### config.mk
export PLATFORM = sky130hd
export DESIGN_NAME = sram_read_arbiter_flat
export DESIGN_NICKNAME = d
export VERILOG_FILES = /design/src/rtl/sram_read_arbiter_if.sv /design/src/rtl/sram_read_arbiter.sv /design/src/flat_wrapper.sv
export SDC_FILE = /design/constraint.sdc
export NUM_CORES = 1
export LEC_CHECK = 0
export CAP_MARGIN = 20
export CORE_UTILIZATION = 41
export CTS_CLUSTER_DIAMETER = 120
export DETAILED_ROUTE_END_ITERATION = 10
export PLACE_DENSITY = 0.87
export SLEW_MARGIN = 20
export SYNTH_ARGS = -nofsm -noshare
export SYNTH_HDL_FRONTEND = slang
export SYNTH_SLANG_ARGS = --single-unit
### constraint.sdc
create_clock -name clk -period 1.55 [get_ports clk]
set_input_delay 0.465 -clock clk [delete_from_list [all_inputs] [get_ports clk]]
set_output_delay 0.465 -clock clk [all_outputs]
set_load 0.03 [all_outputs]
### src/rtl/sram_read_arbiter_if.sv
// Read-port bundle between the Q/T parsers, the sequence SRAM and the read arbiter.
// The arbiter connects through the slave modport; the parser/SRAM side uses master.
interface sram_read_arbiter_if #(
  parameter int unsigned ADDR_W = 10,
  parameter int unsigned DATA_W = 30
);
  logic              flush_i;
  logic              q_request_i;
  logic [ADDR_W-1:0] q_addr_i;
  logic [DATA_W-1:0] q_data_o;
  logic              q_valid_o;
  logic              t_request_i;
  logic [ADDR_W-1:0] t_addr_i;
  logic [DATA_W-1:0] t_data_o;
  logic              t_valid_o;
  logic              sram_cen_o;
  logic [ADDR_W-1:0] sram_addr_o;
  logic [DATA_W-1:0] sram_data_i;
  logic              busy_o;

  modport slave (
    input  flush_i, q_request_i, q_addr_i, t_request_i, t_addr_i, sram_data_i,
    output q_data_o, q_valid_o, t_data_o, t_valid_o, sram_cen_o, sram_addr_o, busy_o
  );

  modport master (
    output flush_i, q_request_i, q_addr_i, t_request_i, t_addr_i, sram_data_i,
    input  q_data_o, q_valid_o, t_data_o, t_valid_o, sram_cen_o, sram_addr_o, busy_o
  );
endinterface

### src/rtl/sram_read_arbiter.sv
// Round-robin sharing of the sequence SRAM read port between the query (Q) and target (T)
// parsers; a tag pipeline aligned to the SRAM latency routes each word back to its owner.
module sram_read_arbiter #(
  parameter int unsigned ADDR_W = 10,
  parameter int unsigned DATA_W = 30,
  parameter int unsigned RD_LAT = 1
) (
  input logic                clk,
  input logic                rst,
  sram_read_arbiter_if.slave bus
);

  localparam int unsigned N_STAGES = RD_LAT + 1;

  typedef enum logic {
    OWNER_Q = 1'b0,
    OWNER_T = 1'b1
  } owner_e;

  typedef struct packed {
    logic   valid;
    owner_e id;
  } tag_t;

  logic   pending_q;
  logic   pending_t;
  owner_e last_grant;
  tag_t   tag_pipe [N_STAGES];

  logic elig_q_c;
  logic elig_t_c;
  logic grant_q_c;
  logic grant_t_c;
  logic grant_c;
  logic ret_q_c;
  logic ret_t_c;
  logic pending_q_nxt_c;
  logic pending_t_nxt_c;

  // Arbitration, return routing and next pending state.
  always_comb begin
    elig_q_c  = bus.q_request_i & ~pending_q & ~bus.flush_i;
    elig_t_c  = bus.t_request_i & ~pending_t & ~bus.flush_i;
    // On a tie the requester that did not win last time goes first.
    grant_q_c = elig_q_c & (~elig_t_c | (last_grant == OWNER_T));
    grant_t_c = elig_t_c & (~elig_q_c | (last_grant == OWNER_Q));
    grant_c   = grant_q_c | grant_t_c;

    ret_q_c   = tag_pipe[RD_LAT].valid & (tag_pipe[RD_LAT].id == OWNER_Q) & ~bus.flush_i;
    ret_t_c   = tag_pipe[RD_LAT].valid & (tag_pipe[RD_LAT].id == OWNER_T) & ~bus.flush_i;

    // Pending stays set through the valid cycle so a held request is not re-granted.
    pending_q_nxt_c = ~bus.flush_i & (grant_q_c | (pending_q & ~bus.q_valid_o));
    pending_t_nxt_c = ~bus.flush_i & (grant_t_c | (pending_t & ~bus.t_valid_o));
  end

  // Grant bookkeeping and SRAM command.
  always_ff @(posedge clk) begin
    if (rst) begin
      pending_q       <= 1'b0;
      pending_t       <= 1'b0;
      last_grant      <= OWNER_T;
      bus.sram_cen_o  <= 1'b0;
      bus.sram_addr_o <= '0;
      bus.busy_o      <= 1'b0;
    end else begin
      pending_q      <= pending_q_nxt_c;
      pending_t      <= pending_t_nxt_c;
      bus.busy_o     <= pending_q_nxt_c | pending_t_nxt_c;
      bus.sram_cen_o <= grant_c;
      if (grant_q_c) begin
        bus.sram_addr_o <= ADDR_W'(bus.q_addr_i);
        last_grant      <= OWNER_Q;
      end else if (grant_t_c) begin
        bus.sram_addr_o <= ADDR_W'(bus.t_addr_i);
        last_grant      <= OWNER_T;
      end
    end
  end

  // Tag pipeline: the final stage lines up with the SRAM data of the same read.
  always_ff @(posedge clk) begin
    if (rst) begin
      for (int unsigned i = 0; i < N_STAGES; i++) begin
        tag_pipe[i] <= '0;
      end
    end else begin
      tag_pipe[0] <= '{valid: grant_c, id: (grant_t_c ? OWNER_T : OWNER_Q)};
      for (int unsigned i = 1; i < N_STAGES; i++) begin
        tag_pipe[i] <= bus.flush_i ? '0 : tag_pipe[i-1];
      end
    end
  end

  // Return path: capture the word for its owner only and pulse that owner's valid.
  always_ff @(posedge clk) begin
    if (rst) begin
      bus.q_data_o  <= '0;
      bus.q_valid_o <= 1'b0;
      bus.t_data_o  <= '0;
      bus.t_valid_o <= 1'b0;
    end else begin
      bus.q_valid_o <= ret_q_c;
      bus.t_valid_o <= ret_t_c;
      if (ret_q_c) begin
        bus.q_data_o <= DATA_W'(bus.sram_data_i);
      end
      if (ret_t_c) begin
        bus.t_data_o <= DATA_W'(bus.sram_data_i);
      end
    end
  end

endmodule

### src/flat_wrapper.sv
// flat-port wrapper written by rule: the top's interface ports become plain ports
module sram_read_arbiter_flat 
#(
  parameter int unsigned ADDR_W = 10,
  parameter int unsigned DATA_W = 30,
  parameter int unsigned RD_LAT = 1
)
  (clk, rst, bus_flush_i, bus_q_request_i, bus_q_addr_i, bus_t_request_i, bus_t_addr_i, bus_sram_data_i, bus_q_data_o, bus_q_valid_o, bus_t_data_o, bus_t_valid_o, bus_sram_cen_o, bus_sram_addr_o, bus_busy_o);
  sram_read_arbiter_if #(.ADDR_W(ADDR_W), .DATA_W(DATA_W)) bus_i ();
  input logic clk;
  input logic rst;
  input wire logic [$bits(bus_i.flush_i)-1:0] bus_flush_i;
  input wire logic [$bits(bus_i.q_request_i)-1:0] bus_q_request_i;
  input wire logic [$bits(bus_i.q_addr_i)-1:0] bus_q_addr_i;
  input wire logic [$bits(bus_i.t_request_i)-1:0] bus_t_request_i;
  input wire logic [$bits(bus_i.t_addr_i)-1:0] bus_t_addr_i;
  input wire logic [$bits(bus_i.sram_data_i)-1:0] bus_sram_data_i;
  output wire logic [$bits(bus_i.q_data_o)-1:0] bus_q_data_o;
  output wire logic [$bits(bus_i.q_valid_o)-1:0] bus_q_valid_o;
  output wire logic [$bits(bus_i.t_data_o)-1:0] bus_t_data_o;
  output wire logic [$bits(bus_i.t_valid_o)-1:0] bus_t_valid_o;
  output wire logic [$bits(bus_i.sram_cen_o)-1:0] bus_sram_cen_o;
  output wire logic [$bits(bus_i.sram_addr_o)-1:0] bus_sram_addr_o;
  output wire logic [$bits(bus_i.busy_o)-1:0] bus_busy_o;
  assign bus_i.flush_i = bus_flush_i;
  assign bus_i.q_request_i = bus_q_request_i;
  assign bus_i.q_addr_i = bus_q_addr_i;
  assign bus_i.t_request_i = bus_t_request_i;
  assign bus_i.t_addr_i = bus_t_addr_i;
  assign bus_i.sram_data_i = bus_sram_data_i;
  assign bus_q_data_o = bus_i.q_data_o;
  assign bus_q_valid_o = bus_i.q_valid_o;
  assign bus_t_data_o = bus_i.t_data_o;
  assign bus_t_valid_o = bus_i.t_valid_o;
  assign bus_sram_cen_o = bus_i.sram_cen_o;
  assign bus_sram_addr_o = bus_i.sram_addr_o;
  assign bus_busy_o = bus_i.busy_o;
  sram_read_arbiter #(.ADDR_W(ADDR_W), .DATA_W(DATA_W), .RD_LAT(RD_LAT)) u_core (.clk(clk), .rst(rst), .bus(bus_i));
endmodule
## Yosys cells after proc, flatten, opt, wreduce, memory -nomap -nowiden

Memories as Yosys holds them, arrays and structs flattened.
Index checks and enable logic that the tools add are counted.

- Bits in registers: 77
- Bits in writable memories: 4
- Input port bits: 55
- Output and inout bits: 74
- Word-level logic and storage cells: 54
- Memories: 1

- Mux-type cells: 11
- Bitwise gates (word level): 31
- Reductions and logical operators: 1

Memories:

| name | words | width | read ports | clocked after memory_dff | wr ports | RTL line | RTL |
|---|---|---|---|---|---|---|---|
| u_core.tag_pipe | 2 | 2 | 2 | 0 | 2 | sram_read_arbiter.sv:28 | `tag_t tag_pipe [N_STAGES];` |

Operator list:

| cell | number |
|---|---|
| 10-bit 2-to-1 mux | 2 |
| 1-bit AND | 14 |
| 1-bit inverter | 9 |
| 1-bit bitwise OR | 8 |
| 1-bit 2-to-1 mux | 6 |
| 2-bit 2-to-1 mux | 3 |
| 2-bit nonzero test | 1 |

## Logic depth before layout (Yosys ltp)

Gate-level depths: netlist of the first run.

- Depth in word-level cells: 9
- Depth in mapped cells: 5
- Depth with buffers taken out: 4

## Worst setup path after synthesis of the first run

OpenSTA, ideal clock, no wires.

- Kind: input -> register
- Start point: input port bus_t_request_i
- End point: register u_core.bus.sram_addr_o[1]
- Library setup time: 0.127 ns
- Arrival time: 1.155 ns
- Data required time: 1.423 ns
- Path slack: 0.268 ns
- Stages: 5
- Buffers on the path: 1
- Cells stage by stage: nand2b_4 o2111ai_4 buf_8 mux2i_1 o2bb2ai_1

- Cells in the longest elaborated chain, start to end: 6
- Elaborated cells on any way between the ends: 8
- Classes of those cells: mux (1); bitwise (6); reduce/logical (1)

RTL lines:

| item | RTL line | RTL |
|---|---|---|
| start, declared | flat_wrapper.sv:15 | `input wire logic [$bits(bus_i.t_request_i)-1:0] bus_t_request_i;` |
| 1-bit AND (*) (2 in series) | sram_read_arbiter.sv:43 | `elig_t_c = bus.t_request_i & ~pending_t & ~bus.flush_i;` |
| 1-bit inverter | sram_read_arbiter.sv:45 | `grant_q_c = elig_q_c & (~elig_t_c \| (last_grant == OWNER_T));` |
| 1-bit bitwise OR | sram_read_arbiter.sv:45 |  |
| 1-bit AND | sram_read_arbiter.sv:45 |  |
| 10-bit 2-to-1 mux / 2-bit nonzero test (equally long branches) | -- |  |
| end signal, assigned | sram_read_arbiter.sv:72 | `bus.sram_addr_o <= ADDR_W'(bus.q_addr_i);` |
| end signal, assigned | sram_read_arbiter.sv:75 | `bus.sram_addr_o <= ADDR_W'(bus.t_addr_i);` |
| end, declared | sram_read_arbiter_if.sv:23 | `output q_data_o, q_valid_o, t_data_o, t_valid_o, sram_cen_o, sram_addr_o, busy_o` |

Mark *: on every way between the ends. The rest lies on a longest branch, timed or not.
A chain may end at the register's enable or synchronous reset.

## Worst setup path in the final report of the first run

- Start point: register u_core.bus.t_data_o[12]
- End point: output port bus_t_data_o[12]

RTL lines:

| item | RTL line | RTL |
|---|---|---|
| start, declared | sram_read_arbiter_if.sv:23 |  |
| start signal, assigned | sram_read_arbiter.sv:109 | `bus.t_data_o <= DATA_W'(bus.sram_data_i);` |
| end, declared | flat_wrapper.sv:20 | `output wire logic [$bits(bus_i.t_data_o)-1:0] bus_t_data_o;` |

No word-level cell between the ends.

==> flow_summary.ini, run 1 <==
[clock_network]
htreeDepth = 3
cts_buffer_depth = 2
path_clk_slew_ns = 0.08
cts_tree = done
insertion_delay_ns = 0.34
numCtsBuffers = 9
cts.sinks = 80
root_buffer = clkbuf_8

[sta]
final-max-slew-violation-count = 0
post-route-period-util = 0.981
max_slew_margin = 0.787
min_period_ns = 1.52
worst_slack_ns = 0.0291
finalHoldViolCount = 0
hold_slack_ns = 0.436
timing.fmax_mhz = 658
setup_viol = 0
clock_skew_ns = 0.0109
worst_pin_slew_ns = 0.320

[yosys]
synth_area_leaders = dfxtp_1 (56%), nand2_1 (16%), a21oi_1 (11%), mux2i_1 (3.5%), o2bb2ai_1 (3.1%)
synth_top_area_share = 0.562
syn_area_sq_um = 2850
synthCells = 331
synth_fa_ha_area_frac = 0
yosysTopAreaCell = dfxtp_1
synth.distinct_cells = 24
syn_area_per_cell_sq_um = 8.61
synth_mux_area_frac = 0.0351
synth_top_family_by_area = simple AND/OR/NAND/NOR gates
synth.net_count = 386
ys_seq_area_frac = 0.562
synth-xor-area-share = 0
yosys.area_share.simple = 0.194
synth_compound_area_frac = 0.160
synth-seq-cells = 80
yosys_warnings = 0

[floorplan]
io_pins = 129
die_h_um = 85.4
coreArea_sq_um = 6760
die_x_um = 85.4
dieArea_sq_um = 7290
start_util = 0.422
rows = 30

[cells_and_area]
fin_area_sq_um = 4320
final_cells = 552
layout-drive-gt1-share = 0.189
fin_nets = 523
antenna_cells = 0
area_delta_synth_final_pct = 51.7

[placement]
dp.final_hpwl_um = 5200
dp.cells = 535
place_ws_ns = -0.344
dpl_cell_area_sq_um = 4280
io_buffers = 128
routabilityCongestion = 0.769

[critical_path]
crit_fanout = 2
path_cells = clkdlybuf4s15_1
critPathTopFamily = buffers and inverters
cp_num_buf_inv = 1
cp.arrival_ns = 1.06
cp_slowest_cell = clkdlybuf4s15_1
required_ns = 1.08
crit_path_max_incr_delay_ns = 0.37
start_kind = register
worstSetupPathType = reg2out
critical_path.endpoint_type = output pin

[grt]
grt.met2_usage = 0.346
top_usage_layer = met2
grt_max_degree = 48
grt_pass1_wl_um = 11500
met1_usage = 0.235
antenna_found_initial = 0
overflow = 0
grt_use_met3 = 0.0447
grt_usage = 0.199
grt_pass1_vias = 2520

[pwr]
vdd.ir_drop.worst_mv = 0.454
power.density_nw_per_um2 = 952
power.total_mw = 4.12
power.leakage_nw = 1.72

[detailed_routing]
wl_per_cell_um = 13.2
routed_via_density = 4.90
wl_um = 7270
drc_errors = 0
firstDrtPassIters = 7
final_antenna_net_count = 0
via_count = 2707
initialDrtViolationCount = 84

[job]
drv_cap = 0

[min_path]
hold_path.class = reg2reg

[status]
status = finished, final reports clean
-- state kept, by name (all words and copies together), names as in the netlist --
| name | cells |
|---|---|
| u_core.last_grant | 1 |
| u_core.bus.t_data_o | 30 |
| u_core.bus.q_valid_o | 1 |
| u_core.bus.busy_o | 1 |
| u_core.bus.sram_cen_o | 1 |
| u_core.pending_t | 1 |
| u_core.pending_q | 1 |
| u_core.tag_pipe | 3 |
| u_core.bus.t_valid_o | 1 |
| u_core.bus.q_data_o | 30 |
| u_core.bus.sram_addr_o | 10 |
-- what timing repair did --
item,CTS,global route
endpoints found under the hold margin,0,0
gates cloned,0,1
buffers inserted,0,1
gates resized for setup,124,75
hold buffers,0,0
pin swaps,0,1
setup endpoints to repair,74,99
-- cell usage after synthesis --
cell type / number
a21oi_2: 1
nand2b_1: 2
inv_1: 5
a21oi_1: 61
clkbuf_1: 7
a31oi_1: 1
nand3b_1: 1
o2111ai_4: 1
nor2_1: 5
nand3_1: 2
o21ai_0: 1
a21boi_1: 1
or2_2: 1
o2bb2ai_1: 10
mux2i_1: 10
buf_4: 6
dfxtp_1: 80
a311o_1: 1
buf_2: 7
and3_1: 2
and2_1: 2
buf_8: 1
nand2_1: 122
nand2b_4: 1
-- where the power goes --
part	switching, mW	leakage [nW]	internal [mW]
Combinational	0.197	0.968	0.217
Clock	0.702	0.101	0.892
Sequential	0.0211	0.647	2.09
Total	0.920	1.72	3.20
-- logic make-up after synthesis --
logic type,count (synthesis)
and+or+nand+nor,138
DFF,80
AOI/OAI and AO/OA,77
buffers and inverters,26
muxes,10
-- final cells by class --
type | count | area [sq um]
clock buffer | 9 | 124
clock inverter | 6 | 85.1
fill | 585 | 2430
inverter | 5 | 18.8
multi-input combinational | 225 | 1120
sequential | 80 | 1600
tap | 80 | 100
timing repair buffer | 147 | 1270
-- final timing paths --
check	startpoint	end	slack, ns	cells past startpoint
worst max register to register	u_core.pending_t$_SDFF_PP0_	u_core.bus.sram_addr_o[1]$_SDFFE_PP0P_	0.15	5
worst min-delay path	u_core.tag_pipe[0][0]$_SDFF_PP0_	u_core.tag_pipe[0][2]$_SDFF_PP0_	0.44	1
worst max-delay path	u_core.bus.t_data_o[12]$_SDFFE_PP0P_	bus_t_data_o[12]	0.03	1
worst min register to register	u_core.tag_pipe[0][0]$_SDFF_PP0_	u_core.tag_pipe[0][2]$_SDFF_PP0_	0.44	1
-- metal layers --
| metal | wire length (um) | vias up |
|---|---|---|
| met5 | 0 | - |
| met2 | 3610 | 100 |
| met1 | 3120 | 1231 |
| met4 | 114 | 0 |
| li1 | - | 1363 |
| met3 | 426 | 13 |
-- placed cells by master, fill, tap and decap left out, drive strengths merged --
cell type	netlist	routed
a21boi	1	1
a21oi	62	62
a311o	1	1
a31oi	1	1
and2	2	2
and3	2	2
buf	14	19
bufinv	0	2
clkbuf	7	54
clkdlybuf4s15	0	29
clkdlybuf4s50	0	52
clkinv	0	2
clkinvlp	0	2
dfxtp	80	80
dlygate4sd2	0	1
dlymetal6s2s	0	1
inv	5	5
mux2i	10	10
nand2	122	122
nand2b	3	3
nand3	2	2
nand3b	1	1
nor2	5	5
o2111ai	1	1
o21ai	1	1
o2bb2ai	10	10
or2	1	1
-- stage by stage --
| stage | TNS (ns) | utilization |
|---|---|---|
| 2_1_floorplan | 0 | - |
| 3_3_place_gp | -18.20 | 0.634 |
| 3_5_place_dp | -21.13 | 0.634 |
| 4_1_cts | 0 | 0.660 |
| 5_1_grt | -0.00255 | 0.640 |
| 6_report | 0 | 0.640 |
Power figures use the tool's default switching activity.
==> run 2, diff against run 1 <==
CTS_CLUSTER_DIAMETER = not set   (was 120)
==> results of run 2 <==
The final DEF is identical to that of run 1; final timing and power are the same.
==> run 3, diff against run 2 <==
CAP_MARGIN = not set   (was 20)
==> results of run 3 <==
The final DEF is identical to that of run 1; final timing and power are the same.
